--- src/rtl/mem_access.sv ---
// mem_access: load/store unit between a pipeline request port and a
// single-ported word memory. Sub-word stores are done read-modify-write.
// Optional feature macro: MEM_ACCESS_MISALIGN_TRAP_EN
//   defined   -> misaligned accesses skip memory and respond with resp_err=1
//   undefined -> misaligned addresses are forced to alignment, resp_err=0
//
// state | meaning
// IDLE  | waiting for a request (req_ready=1)
// READ  | mem_rd asserted, word captured at the end of the cycle
// WRITE | mem_wr asserted for one cycle
// RESP  | resp_valid held until resp_ready
module mem_access #(
  parameter int ADDR_W = 7
) (
  input  logic              clk,
  input  logic              rst_n,
  input  logic              req_valid,
  output logic              req_ready,
  input  logic              req_we,
  input  logic [1:0]        req_size,
  input  logic              req_sign,
  input  logic [ADDR_W+1:0] req_addr,
  input  logic [31:0]       req_wdata,
  output logic              resp_valid,
  input  logic              resp_ready,
  output logic [31:0]       resp_rdata,
  output logic              resp_err,
  output logic [ADDR_W-1:0] mem_addr,
  output logic              mem_rd,
  output logic              mem_wr,
  output logic [31:0]       mem_wdata,
  input  logic [31:0]       mem_rdata
);

  typedef enum logic [1:0] {IDLE, READ, WRITE, RESP} state_t;

  state_t            state;
  logic              we_r;
  logic              sign_r;
  logic [1:0]        size_r;
  logic [ADDR_W+1:0] addr_r;
  logic [31:0]       wdata_r;
  logic [31:0]       rdata_r;
  logic [31:0]       wdata_out_r;

  logic [ADDR_W+1:0] addr_aligned;
  logic [4:0]        lane_sh;
  logic [31:0]       shifted;
  logic [31:0]       load_val;
  logic [31:0]       merged;
  logic [31:0]       lane_mask;

  assign req_ready  = (state == IDLE);
  assign resp_valid = (state == RESP);
  assign mem_rd     = (state == READ);
  assign mem_wr     = (state == WRITE);
  assign mem_addr   = addr_r[ADDR_W+1:2];
  assign mem_wdata  = wdata_out_r;
  assign resp_rdata = rdata_r;

  // Force the incoming byte address to the natural alignment of its size.
  always_comb begin
    addr_aligned = req_addr;
    if (req_size == 2'b01)
      addr_aligned[0] = 1'b0;
    else if (req_size[1])
      addr_aligned[1:0] = 2'b00;
  end

  // Lane extraction for loads and lane merge for sub-word stores.
  always_comb begin
    lane_sh = {addr_r[1:0], 3'b000};
    shifted = mem_rdata >> lane_sh;
    case (size_r)
      2'b00: begin
        load_val  = {{24{sign_r & shifted[7]}}, shifted[7:0]};
        lane_mask = 32'h0000_00FF << lane_sh;
      end
      2'b01: begin
        load_val  = {{16{sign_r & shifted[15]}}, shifted[15:0]};
        lane_mask = 32'h0000_FFFF << lane_sh;
      end
      default: begin
        load_val  = mem_rdata;
        lane_mask = 32'hFFFF_FFFF;
      end
    endcase
    merged = (mem_rdata & ~lane_mask) | ((wdata_r << lane_sh) & lane_mask);
  end

`ifdef MEM_ACCESS_MISALIGN_TRAP_EN
  logic err_r;
  logic misaligned;
  assign resp_err   = err_r;
  assign misaligned = ((req_size == 2'b01) && req_addr[0]) ||
                      (req_size[1] && (req_addr[1:0] != 2'b00));
`else
  assign resp_err = 1'b0;
`endif

  // Access sequencer: request capture, memory strobes and response hold.
  always_ff @(posedge clk or negedge rst_n) begin
    if (!rst_n) begin
      state       <= IDLE;
      we_r        <= 1'b0;
      sign_r      <= 1'b0;
      size_r      <= 2'b00;
      addr_r      <= '0;
      wdata_r     <= '0;
      rdata_r     <= '0;
      wdata_out_r <= '0;
`ifdef MEM_ACCESS_MISALIGN_TRAP_EN
      err_r       <= 1'b0;
`endif
    end else begin
      case (state)
        IDLE: begin
          if (req_valid) begin
            we_r    <= req_we;
            sign_r  <= req_sign;
            size_r  <= req_size;
            addr_r  <= addr_aligned;
            wdata_r <= req_wdata;
            rdata_r <= '0;
`ifdef MEM_ACCESS_MISALIGN_TRAP_EN
            err_r   <= misaligned;
            if (misaligned)
              state <= RESP;
            else
`endif
            if (req_we && req_size[1]) begin
              wdata_out_r <= req_wdata;
              state       <= WRITE;
            end else begin
              state <= READ;
            end
          end
        end
        READ: begin
          if (we_r) begin
            wdata_out_r <= merged;
            state       <= WRITE;
          end else begin
            rdata_r <= load_val;
            state   <= RESP;
          end
        end
        WRITE: state <= RESP;
        RESP: if (resp_ready) state <= IDLE;
        default: state <= IDLE;
      endcase
    end
  end

endmodule

--- config.mk ---
export PLATFORM = sky130hd
export DESIGN_NAME = mem_access
export DESIGN_NICKNAME = d
export VERILOG_FILES = /design/src/rtl/mem_access.sv
export SDC_FILE = /design/constraint.sdc
export NUM_CORES = 1
export LEC_CHECK = 0
export BUFFER_PORTS_ARGS = -buffer_cell sky130_fd_sc_hd__buf_4
export CORE_MARGIN = 1
export CORE_UTILIZATION = 57
export DETAILED_ROUTE_END_ITERATION = 12
export PLACE_DENSITY = 0.9
export SLEW_MARGIN = 20
export SYNTH_ARGS = -nofsm -noshare
export SYNTH_HDL_FRONTEND = slang
export SYNTH_SLANG_ARGS = --single-unit
--- constraint.sdc ---
create_clock -name clk -period 3.4 [get_ports clk]
set_input_delay 0.51 -clock clk [delete_from_list [all_inputs] [get_ports clk]]
set_output_delay 0.51 -clock clk [all_outputs]
set_load 0.05 [all_outputs]
==> impl_metrics.env, run 1 <==
export IMPL_run_status="completed"
export IMPL_num_nets_final=756
export IMPL_cap_viol_max_count=0
export IMPL_postRouteAntennaNets=0
export IMPL_fill_cell_total_of_the_finished_layout=672
export IMPL_grt_max_degree=62
export IMPL_tns_ns=0
export IMPL_tightest_slew_ns=1.08
export IMPL_die_h_um=104
export IMPL_max_freq_mhz=368
export IMPL_setup_viol_count_final=0
export IMPL_worst_slack_at_placement_ns=0.766
export IMPL_power_net_switching_mw=4.28
export IMPL_remaining_drc_errors=0
export IMPL_via_per_inst=6.71
export IMPL_slew_viol_final=0
export IMPL_synthCells=552
export IMPL_ant_diodes=0
export IMPL_crit_path_max_fanout=35
export IMPL_detailed_route_wire_length_per_cell_um=21.8
export IMPL_setup_ws_ns=0.680
export IMPL_cp_start_kind="flop"
export IMPL_grt_util_all_layers_pct=32.9
export IMPL_finalClockSkew_ns=0.00846
export IMPL_grt_pass1_vias=5231
export IMPL_most_common_layout_cells="sky130_fd_sc_hd__buf_4 (164), sky130_fd_sc_hd__dfrtp_1 (110), sky130_fd_sc_hd__mux2_2 (43), sky130_fd_sc_hd__nand2_1 (41), sky130_fd_sc_hd__o21ai_0 (35)"
export IMPL_layout_cell_area_non_filler_um2=7370
export IMPL_synth_edf_count=0
export IMPL_share_of_the_clock_period_used_by_the_worst_path_after_layout_pct=80.0
export IMPL_synthDominantAreaCellType="sky130_fd_sc_hd__dfrtp_1"
export IMPL_vdd_ir_drop_max_mv=0.652
export IMPL_dp_final_hpwl_um=12500
export IMPL_asyncSetResetFlopFracSynth_pct=100
export IMPL_cts_max_path_buffers=2
export IMPL_worst_setup_path_end_kind="flop"
export IMPL_h_tree_level_count=3
export IMPL_grt_antenna_before_repair=0
export IMPL_cts_resized=0
export IMPL_seq_area_frac_synth_pct=46.6
export IMPL_postSynthNetCount=638
export IMPL_global_route_wire_length_before_repair_um=28000
export IMPL_root_buffer_master="sky130_fd_sc_hd__clkbuf_8"
export IMPL_pwr_share_seq_pct=28.7
export IMPL_hold_violation_count_in_the_final_report=0
export IMPL_clock_power_share_pct=10.8
export IMPL_cts_tree="yes"
export IMPL_synth_avg_cell_area_um2=10.8
export IMPL_critical_path_top_delay_family="compound AO/OA/AOI/OAI gates"
export IMPL_floorplan_initialDensity_pct=59.9
export IMPL_crit_path_top_delay_cell="sky130_fd_sc_hd__dfrtp_1"
export IMPL_power_density_nw_per_um2=1170
export IMPL_detailedRoute_firstIterationViolations=516
export IMPL_areaGrowthSynthToFinish_pct=23.5
export IMPL_gr_total_overflow=0
export IMPL_share_of_total_power_in_combinational_logic_pct=60.5
export IMPL_post_synth_num_cell_types=45
export IMPL_synth_area_top_cells="sky130_fd_sc_hd__dfrtp_1 (47%), sky130_fd_sc_hd__mux2_2 (8.1%), sky130_fd_sc_hd__mux2i_1 (5.7%), sky130_fd_sc_hd__o21ai_0 (2.9%), sky130_fd_sc_hd__a221o_1 (2.9%)"
export IMPL_power_switching_share_pct=49.9
export IMPL_yosysWarningCount=0
export IMPL_synthesis_area_um2=5960
export IMPL_post_route_cells_drive_above_1_share_pct=34.7
export IMPL_leakage_nw=3.38
export IMPL_drtPass1Iterations=5
export IMPL_die_span_x_um=104
export IMPL_weighted_congestion_at_the_end_of_routability_driven_global_placement=0.914
export IMPL_ys_seq_elements=111
export IMPL_place_area_um2=7120
export IMPL_vias=5419
export IMPL_intPower_mw=4.30
export IMPL_final_common_cell="sky130_fd_sc_hd__buf_4"
export IMPL_io_pin_count=157
export IMPL_post_cts_repair_setup_buffers=0
export IMPL_clock_latency_ns=0.39
export IMPL_final_min_clock_period_ns=2.72
export IMPL_core_util_final_pct=74.0
export IMPL_route_final_wire_length_um=17600
export IMPL_holdCritPathClass="input pin to asynchronous set/reset pin"
export IMPL_fp_dieArea_um2=10900
export IMPL_synth_top_cell_area_share_pct=46.6
export IMPL_grt_setup_unrepaired="false"
export IMPL_worst_setup_hold_path_clk_slew_ns=0.10
export IMPL_clock_sinks=111
export IMPL_timing_slew_headroom_pct=27.6
export IMPL_arr_time_crit_path_ns=2.98
export IMPL_cts_buffers=9
export IMPL_placeableCoreArea_um2=9950
export IMPL_hold_buffers=0
export IMPL_synth_top_flop_cell="sky130_fd_sc_hd__dfrtp_1"
export IMPL_required_time_of_the_worst_setup_path_ns=3.66
export IMPL_crit_buf_inv=1
export IMPL_cpPeakStageDelay_ns=0.82
export IMPL_critPathKind="flop to flop"
export IMPL_numPortBuffers=155
export IMPL_rows=36
export IMPL_crit_path_cell_trace="buf_4, o21ai_1, and2_1, a221oi_1, o21ai_0"
-- cell usage after synthesis (3+ instances only) --
cell type,count
sky130_fd_sc_hd__dfrtp_1,111
sky130_fd_sc_hd__mux2_2,43
sky130_fd_sc_hd__nand2_1,42
sky130_fd_sc_hd__o21ai_0,35
sky130_fd_sc_hd__clkbuf_1,34
sky130_fd_sc_hd__mux2i_1,34
sky130_fd_sc_hd__nor2_1,21
sky130_fd_sc_hd__a211oi_1,18
sky130_fd_sc_hd__a221o_1,17
sky130_fd_sc_hd__a211o_1,16
sky130_fd_sc_hd__a21o_1,16
sky130_fd_sc_hd__a2bb2oi_1,15
sky130_fd_sc_hd__a21oi_1,12
sky130_fd_sc_hd__nand2b_1,12
sky130_fd_sc_hd__nand3_1,10
sky130_fd_sc_hd__nor2b_1,10
sky130_fd_sc_hd__a311oi_1,8
sky130_fd_sc_hd__buf_4,8
sky130_fd_sc_hd__o22a_1,8
sky130_fd_sc_hd__o41ai_1,8
sky130_fd_sc_hd__a221oi_1,7
sky130_fd_sc_hd__a22oi_1,7
sky130_fd_sc_hd__a32o_1,7
sky130_fd_sc_hd__buf_1,7
sky130_fd_sc_hd__buf_2,7
sky130_fd_sc_hd__o221ai_1,7
sky130_fd_sc_hd__ha_1,5
sky130_fd_sc_hd__inv_1,5
sky130_fd_sc_hd__mux4_2,3
-- cell type report --
cell class	instances	area, µm²	area share [%]
Inverter	6	22.5	0.306
Clock buffer	12	165	2.24
Sequential cell	111	2780	37.7
Timing Repair Buffer	165	1250	17.0
Multi-Input combinational cell	377	2910	39.4
Clock inverter	4	76.3	1.04
Tap cell	133	166	2.26
-- worst register-to-register path, cell delays in order, from the launching register on --
cell and delay, ns:
sky130_fd_sc_hd__dfrtp_1 0.82, sky130_fd_sc_hd__buf_4 0.47, sky130_fd_sc_hd__o21ai_1 0.34, sky130_fd_sc_hd__and2_1 0.38
sky130_fd_sc_hd__a221oi_1 0.43, sky130_fd_sc_hd__o21ai_0 0.16
-- path summary, 6_finish.rpt --
kind                         startpoint            end  slack (ns)  depth (start not counted)
max                           addr_r[1]  mem_wdata[24]        0.68                          5
min                               rst_n      addr_r[3]        0.14                          1
max reg2reg                   addr_r[1]  mem_wdata[24]        0.68                          5
min reg2reg                mem_wdata[5]   mem_wdata[5]        0.49                          1
max in group asynchronous         rst_n     wdata_r[4]        2.47                          2
min in group clk            req_addr[0]      addr_r[0]        0.35                          2
-- cell families after synthesis --
| kind of cell | Yosys count | share of synthesized area, % |
|---|---|---|
| compound gates | 188 | 24.2 |
| flops | 111 | 46.6 |
| simple gates | 103 | 8.25 |
| mux | 80 | 15.0 |
| buf+inv | 64 | 4.93 |
| fa+ha+maj | 5 | 1.05 |
| other cells | 1 | 0.0629 |
-- metrics by stage --
step	cells	hold slack (ns)	power, mW
5_1_grt	808	0.199	9.00
3_5_place_dp	792	0.463	7.56
6_report	808	0.141	8.58
3_3_place_gp	792	0.465	7.36
2_1_floorplan	552	0.214	6.20
4_1_cts	808	0.178	8.52
-- power by group through the flow --
stage	clock (mW)	combinational [mW]	sequential (mW)
2_1_floorplan	0	2.99	3.21
3_3_place_gp	0	4.94	2.41
3_5_place_dp	0	5.11	2.45
4_1_cts	0.930	5.15	2.43
5_1_grt	0.981	5.51	2.50
6_report	0.929	5.19	2.46
-- sequential cells by signal (all words and copies together), names as in the netlist --
register,count
resp_rdata,32
we_r,1
addr_r,9
size_r,2
state,2
wdata_r,32
mem_wdata,32
sign_r,1
-- layer usage --
metal  wire [µm]  track usage [%]  vias up  share of wire [%]
met1        6720             43.4     2700                 38
met4         716             15.6        0                4.1
met2        8560             52.6      342                 49
met3        1600             5.89       55                9.1
li1            -                -     2322                  -
met5           0                0        -                  0
Power figures use the tool's default switching activity.
==> run 2: changes to the inputs <==
--- a/config.mk
+++ b/config.mk
@@ -7,9 +7,9 @@
 export LEC_CHECK = 0
 export BUFFER_PORTS_ARGS = -buffer_cell sky130_fd_sc_hd__buf_4
 export CORE_MARGIN = 1
-export CORE_UTILIZATION = 57
+export CORE_UTILIZATION = 53
 export DETAILED_ROUTE_END_ITERATION = 12
-export PLACE_DENSITY = 0.9
+export PLACE_DENSITY = 0.85
 export SLEW_MARGIN = 20
 export SYNTH_ARGS = -nofsm -noshare
 export SYNTH_HDL_FRONTEND = slang
==> constraint.sdc (replaced) <==
create_clock -name clk -period 2.8 [get_ports clk]
set_input_delay 0.42 -clock clk [delete_from_list [all_inputs] [get_ports clk]]
set_output_delay 0.42 -clock clk [all_outputs]
set_load 0.05 [all_outputs]
==> impl_metrics.env, run 2 (synthesis results as in run 1) <==
export IMPL_detailedRoute_firstIterationViolations=523
export IMPL_setup_ws_ns=0.210
export IMPL_cts_max_path_buffers=2
export IMPL_detailed_route_wire_length_per_cell_um=21.3
export IMPL_die_span_x_um=108
export IMPL_critPathKind="flop to flop"
export IMPL_required_time_of_the_worst_setup_path_ns=3.11
export IMPL_finalClockSkew_ns=0.0117
export IMPL_r2r_end="resp_rdata[19]"
export IMPL_root_buffer_master="sky130_fd_sc_hd__clkbuf_8"
export IMPL_grt_util_all_layers_pct=30.8
export IMPL_weighted_congestion_at_the_end_of_routability_driven_global_placement=0.929
export IMPL_crit_path_top_delay_cell="sky130_fd_sc_hd__nor2_1"
export IMPL_h_tree_level_count=3
export IMPL_layout_cell_area_non_filler_um2=7420
export IMPL_place_area_um2=7190
export IMPL_crit_buf_inv=1
export IMPL_tns_ns=0
export IMPL_final_common_cell="sky130_fd_sc_hd__buf_4"
export IMPL_timing_slew_headroom_pct=29.1
export IMPL_dp_final_hpwl_um=12700
export IMPL_tightest_slew_ns=1.06
export IMPL_route_final_wire_length_um=17500
export IMPL_ant_diodes=0
export IMPL_areaGrowthSynthToFinish_pct=24.4
export IMPL_cpPeakStageDelay_ns=0.85
export IMPL_fill_cell_total_of_the_finished_layout=826
export IMPL_die_h_um=108
export IMPL_hold_violation_count_in_the_final_report=0
export IMPL_holdCritPathClass="input pin to asynchronous set/reset pin"
export IMPL_arr_time_crit_path_ns=2.90
export IMPL_crit_reg2reg_launch="state[1]"
export IMPL_layoutNonFillerInstCount=821
export IMPL_grt_antenna_before_repair=0
export IMPL_global_route_wire_length_before_repair_um=27100
export IMPL_vdd_ir_drop_max_mv=0.701
export IMPL_worst_slack_at_placement_ns=0.286
export IMPL_hold_buffers=0
export IMPL_r2r_setup_slack_ns=0.21
export IMPL_grt_max_degree=60
export IMPL_worst_setup_path_end_kind="flop"
export IMPL_power_density_nw_per_um2=1400
export IMPL_crit_path_max_fanout=17
export IMPL_cts_buffers=9
export IMPL_leakage_nw=3.41
export IMPL_fp_dieArea_um2=11700
export IMPL_grt_pass1_vias=5095
export IMPL_numPortBuffers=155
export IMPL_reg2regPathDepth=6
export IMPL_cap_viol_max_count=0
export IMPL_drtPass1Iterations=7
export IMPL_via_per_inst=6.44
export IMPL_io_pin_count=157
export IMPL_postRouteAntennaNets=0
export IMPL_cts_tree="yes"
export IMPL_clock_sinks=111
export IMPL_slew_viol_final=0
export IMPL_max_freq_mhz=386
export IMPL_post_route_cells_drive_above_1_share_pct=35.2
export IMPL_most_common_layout_cells="sky130_fd_sc_hd__buf_4 (170), sky130_fd_sc_hd__dfrtp_1 (110), sky130_fd_sc_hd__mux2_2 (43), sky130_fd_sc_hd__nand2_1 (41), sky130_fd_sc_hd__o21ai_0 (35)"
export IMPL_cp_start_kind="flop"
export IMPL_worst_setup_hold_path_clk_slew_ns=0.10
export IMPL_gr_total_overflow=0
export IMPL_clock_latency_ns=0.38
export IMPL_seqCellArea_um2=2780
export IMPL_grt_setup_unrepaired="false"
export IMPL_num_nets_final=763
export IMPL_rows=38
export IMPL_remaining_drc_errors=0
export IMPL_multiInputGateArea_um2=2900
export IMPL_critical_path_top_delay_family="simple AND/OR/NAND/NOR gates"
export IMPL_placedCellCount=806
export IMPL_final_min_clock_period_ns=2.59
export IMPL_setup_viol_count_final=0
export IMPL_placeableCoreArea_um2=10900
export IMPL_run_status="completed"
export IMPL_crit_path_cell_trace="inv_1, ha_1, nor2b_1, nand2b_1, nor2_1, a221o_1"
export IMPL_share_of_the_clock_period_used_by_the_worst_path_after_layout_pct=92.5
export IMPL_vias=5284
export IMPL_floorplan_initialDensity_pct=54.8
run 2: area by class of cell:
cell class,instances,area share [%]
flip-flops and latches,111,37.5
clock buffers,10,1.86
well taps,140,2.36
inverters,6,0.304
multi-input cells,377,39.1
repair buffers,172,17.7
clock inverters,5,1.11
run 2: what timing repair did:
item / in CTS / in global routing
endpoints found under the setup margin: 0 / 2
setup buffers: 0 / 0
gates resized for setup: 0 / 1
run 2: worst max path at each step:
stage | from | end | cells after the start
2_1_floorplan | state[1] | resp_rdata[16] | 8
3_3_place_gp | state[1] | resp_rdata[5] | 8
3_5_place_dp | state[1] | resp_rdata[2] | 8
4_1_cts | state[1] | resp_rdata[5] | 8
5_1_grt | state[1] | resp_rdata[19] | 6
6_report | state[1] | resp_rdata[19] | 6
run 2: metal layers:
layer  GRT usage, %  part of all wire (%)  up-vias
met5              0                     0        -
met4           11.4                   2.6        0
li1               -                     -     2337
met2           50.6                    49      258
met3           4.76                   7.1       37
met1           41.1                    41     2652
run 2: power breakdown:
part	internal (mW)	leakage, nW	switching [mW]
sequential	2.33	1.37	0.575
combinational	2.38	1.93	4.06
clock	0.525	0.112	0.537
run 2: through the flow:
| step | util [%] | hold slack, ns | power [mW] |
|---|---|---|---|
| final | 68.1 | 0.0820 | 10.4 |
| after global routing | 68.1 | 0.128 | 10.9 |
| after CTS | 68.1 | 0.0971 | 10.4 |
| after detailed placement | 66.0 | 0.465 | 9.27 |
| after global placement | 66.0 | 0.462 | 9.07 |
| after floorplan | - | 0.124 | 7.53 |
==> run 3: changes to the inputs <==
--- a/config.mk
+++ b/config.mk
@@ -7,9 +7,9 @@
 export LEC_CHECK = 0
 export BUFFER_PORTS_ARGS = -buffer_cell sky130_fd_sc_hd__buf_4
 export CORE_MARGIN = 1
-export CORE_UTILIZATION = 53
+export CORE_UTILIZATION = 48
 export DETAILED_ROUTE_END_ITERATION = 12
-export PLACE_DENSITY = 0.85
+export PLACE_DENSITY = 0.76
 export SLEW_MARGIN = 20
 export SYNTH_ARGS = -nofsm -noshare
 export SYNTH_HDL_FRONTEND = slang
==> constraint.sdc (replaced) <==
create_clock -name clk -period 3.2 [get_ports clk]
set_input_delay 0.48 -clock clk [delete_from_list [all_inputs] [get_ports clk]]
set_output_delay 0.48 -clock clk [all_outputs]
set_load 0.05 [all_outputs]
==> impl_metrics.env, run 3 (synthesis results as in run 1) <==
export IMPL_die_h_um=113
export IMPL_final_common_cell="sky130_fd_sc_hd__buf_4"
export IMPL_power_switching_share_pct=49.0
export IMPL_critical_path_destination="resp_rdata[24]"
export IMPL_vias=5149
export IMPL_clock_latency_ns=0.36
export IMPL_share_of_the_clock_period_used_by_the_worst_path_after_layout_pct=78.3
export IMPL_crit_path_cell_trace="inv_1, ha_1, buf_4, nor2_1, a211o_1, a221o_1"
export IMPL_most_common_layout_cells="sky130_fd_sc_hd__buf_4 (167), sky130_fd_sc_hd__dfrtp_1 (110), sky130_fd_sc_hd__mux2_2 (43), sky130_fd_sc_hd__nand2_1 (41), sky130_fd_sc_hd__o21ai_0 (35)"
export IMPL_floorplan_initialDensity_pct=49.4
export IMPL_crit_path_max_fanout=44
export IMPL_r2r_end="resp_rdata[24]"
export IMPL_remaining_drc_errors=0
export IMPL_timing_slew_headroom_pct=34.0
export IMPL_critical_path_top_delay_family="compound AO/OA/AOI/OAI gates"
export IMPL_intPower_mw=4.72
export IMPL_crit_path_top_delay_cell="sky130_fd_sc_hd__a211o_1"
export IMPL_power_density_nw_per_um2=1240
export IMPL_r2r_setup_slack_ns=0.69
export IMPL_required_time_of_the_worst_setup_path_ns=3.44
export IMPL_core_util_final_pct=62.2
export IMPL_ant_diodes=0
export IMPL_cts_buffers=9
export IMPL_root_buffer_master="sky130_fd_sc_hd__clkbuf_16"
export IMPL_postRouteAntennaNets=0
export IMPL_post_route_cells_drive_above_1_share_pct=34.8
export IMPL_numPortBuffers=155
export IMPL_finalClockSkew_ns=0.00515
export IMPL_cp_start_kind="flop"
export IMPL_crit_start="state[1]"
export IMPL_cap_viol_max_count=0
export IMPL_tns_ns=0
export IMPL_power_net_switching_mw=4.54
export IMPL_max_freq_mhz=399
export IMPL_grt_setup_unrepaired="false"
export IMPL_grt_max_degree=58
export IMPL_cpPeakStageDelay_ns=0.63
export IMPL_fill_cell_total_of_the_finished_layout=967
export IMPL_rows=40
export IMPL_gr_total_overflow=0
export IMPL_run_status="completed"
export IMPL_clock_sinks=111
export IMPL_worst_path_stages=6
export IMPL_cts_resized=0
export IMPL_num_nets_final=759
export IMPL_layoutNonFillerInstCount=846
export IMPL_fp_dieArea_um2=12900
export IMPL_global_route_wire_length_before_repair_um=26400
export IMPL_crit_reg2reg_launch="state[1]"
export IMPL_areaGrowthSynthToFinish_pct=25.8
export IMPL_leakage_nw=3.43
export IMPL_detailedRoute_firstIterationViolations=568
export IMPL_dp_final_hpwl_um=12500
export IMPL_cts_tree="yes"
export IMPL_die_span_x_um=113
export IMPL_placeableCoreArea_um2=12100
export IMPL_hold_buffers=0
export IMPL_crit_buf_inv=2
export IMPL_arr_time_crit_path_ns=2.75
export IMPL_reg2regPathDepth=6
export IMPL_grt_pass1_vias=4832
export IMPL_placedCellCount=830
export IMPL_h_tree_level_count=3
export IMPL_clock_power_share_pct=12.6
export IMPL_worst_setup_path_end_kind="flop"
export IMPL_grt_util_all_layers_pct=26.7
export IMPL_critPathKind="flop to flop"
export IMPL_share_of_total_power_in_combinational_logic_pct=60.2
export IMPL_worst_setup_hold_path_clk_slew_ns=0.07
export IMPL_post_cts_repair_setup_buffers=0
export IMPL_slew_viol_final=0
export IMPL_detailed_route_wire_length_per_cell_um=20.2
export IMPL_tightest_slew_ns=0.990
export IMPL_setup_viol_count_final=0
export IMPL_via_per_inst=6.09
export IMPL_vdd_ir_drop_max_mv=0.588
export IMPL_weighted_congestion_at_the_end_of_routability_driven_global_placement=0.897
export IMPL_grt_antenna_before_repair=0
export IMPL_holdCritPathClass="input pin to asynchronous set/reset pin"
export IMPL_drtPass1Iterations=5
export IMPL_io_pin_count=157
export IMPL_final_min_clock_period_ns=2.51
export IMPL_hold_violation_count_in_the_final_report=0
export IMPL_cts_max_path_buffers=2
export IMPL_route_final_wire_length_um=17100
export IMPL_pwr_share_seq_pct=27.2
-- run 3: cell count changes in the layout (fill, tap and decap cells not counted), sizes merged --
cell / delta
buf: -4
inv: +2
clkinv: -1
bufinv: -1
clkbuf: +1
-- run 3: per-layer routing --
metal / share of wire (%) / GRT usage, %
met5: 0 / 0
met4: 2.5 / 11.4
met3: 6.2 / 3.72
met2: 47 / 41.8
met1: 44 / 37.5
-- run 3: area by class of cell --
type	instances	area, µm²	area share, %
Clock buffer	11	243	3.24
Inverter	6	22.5	0.300
Sequential cell	111	2780	37.1
Tap cell	168	210	2.80
Timing Repair Buffer	168	1270	17.0
Clock inverter	5	65.1	0.868
Multi-Input combinational cell	377	2910	38.7
-- run 3: through the flow --
stage,area (µm²),power (mW),setup WS (ns),hold WS (ns)
5_1_grt,7500,9.74,0.571,0.244
3_5_place_dp,7180,8.06,0.762,0.467
2_1_floorplan,5960,6.59,0.732,0.184
3_3_place_gp,7180,7.89,0.874,0.467
6_report,7500,9.27,0.693,0.175
4_1_cts,7490,9.24,0.731,0.210
-- run 3: worst min path at each step --
stage                          endpoint          start  slack (ns)  depth (start not counted)
after floorplan               addr_r[0]          rst_n        0.18                          0
after global placement    resp_rdata[7]  resp_rdata[7]        0.47                          2
after detailed placement   mem_wdata[3]   mem_wdata[3]        0.47                          1
after CTS                     addr_r[3]          rst_n        0.21                          1
after global routing          addr_r[3]          rst_n        0.24                          1
final                         addr_r[5]          rst_n        0.18                          1
-- run 3: power by group through the flow --
stage,logic [mW],clock network (mW),registers [mW]
finish,5.58,1.17,2.52
detailed placement,5.53,0,2.53
global placement,5.39,0,2.51
floorplan,3.18,0,3.41
global route,5.93,1.24,2.57
CTS,5.55,1.18,2.51
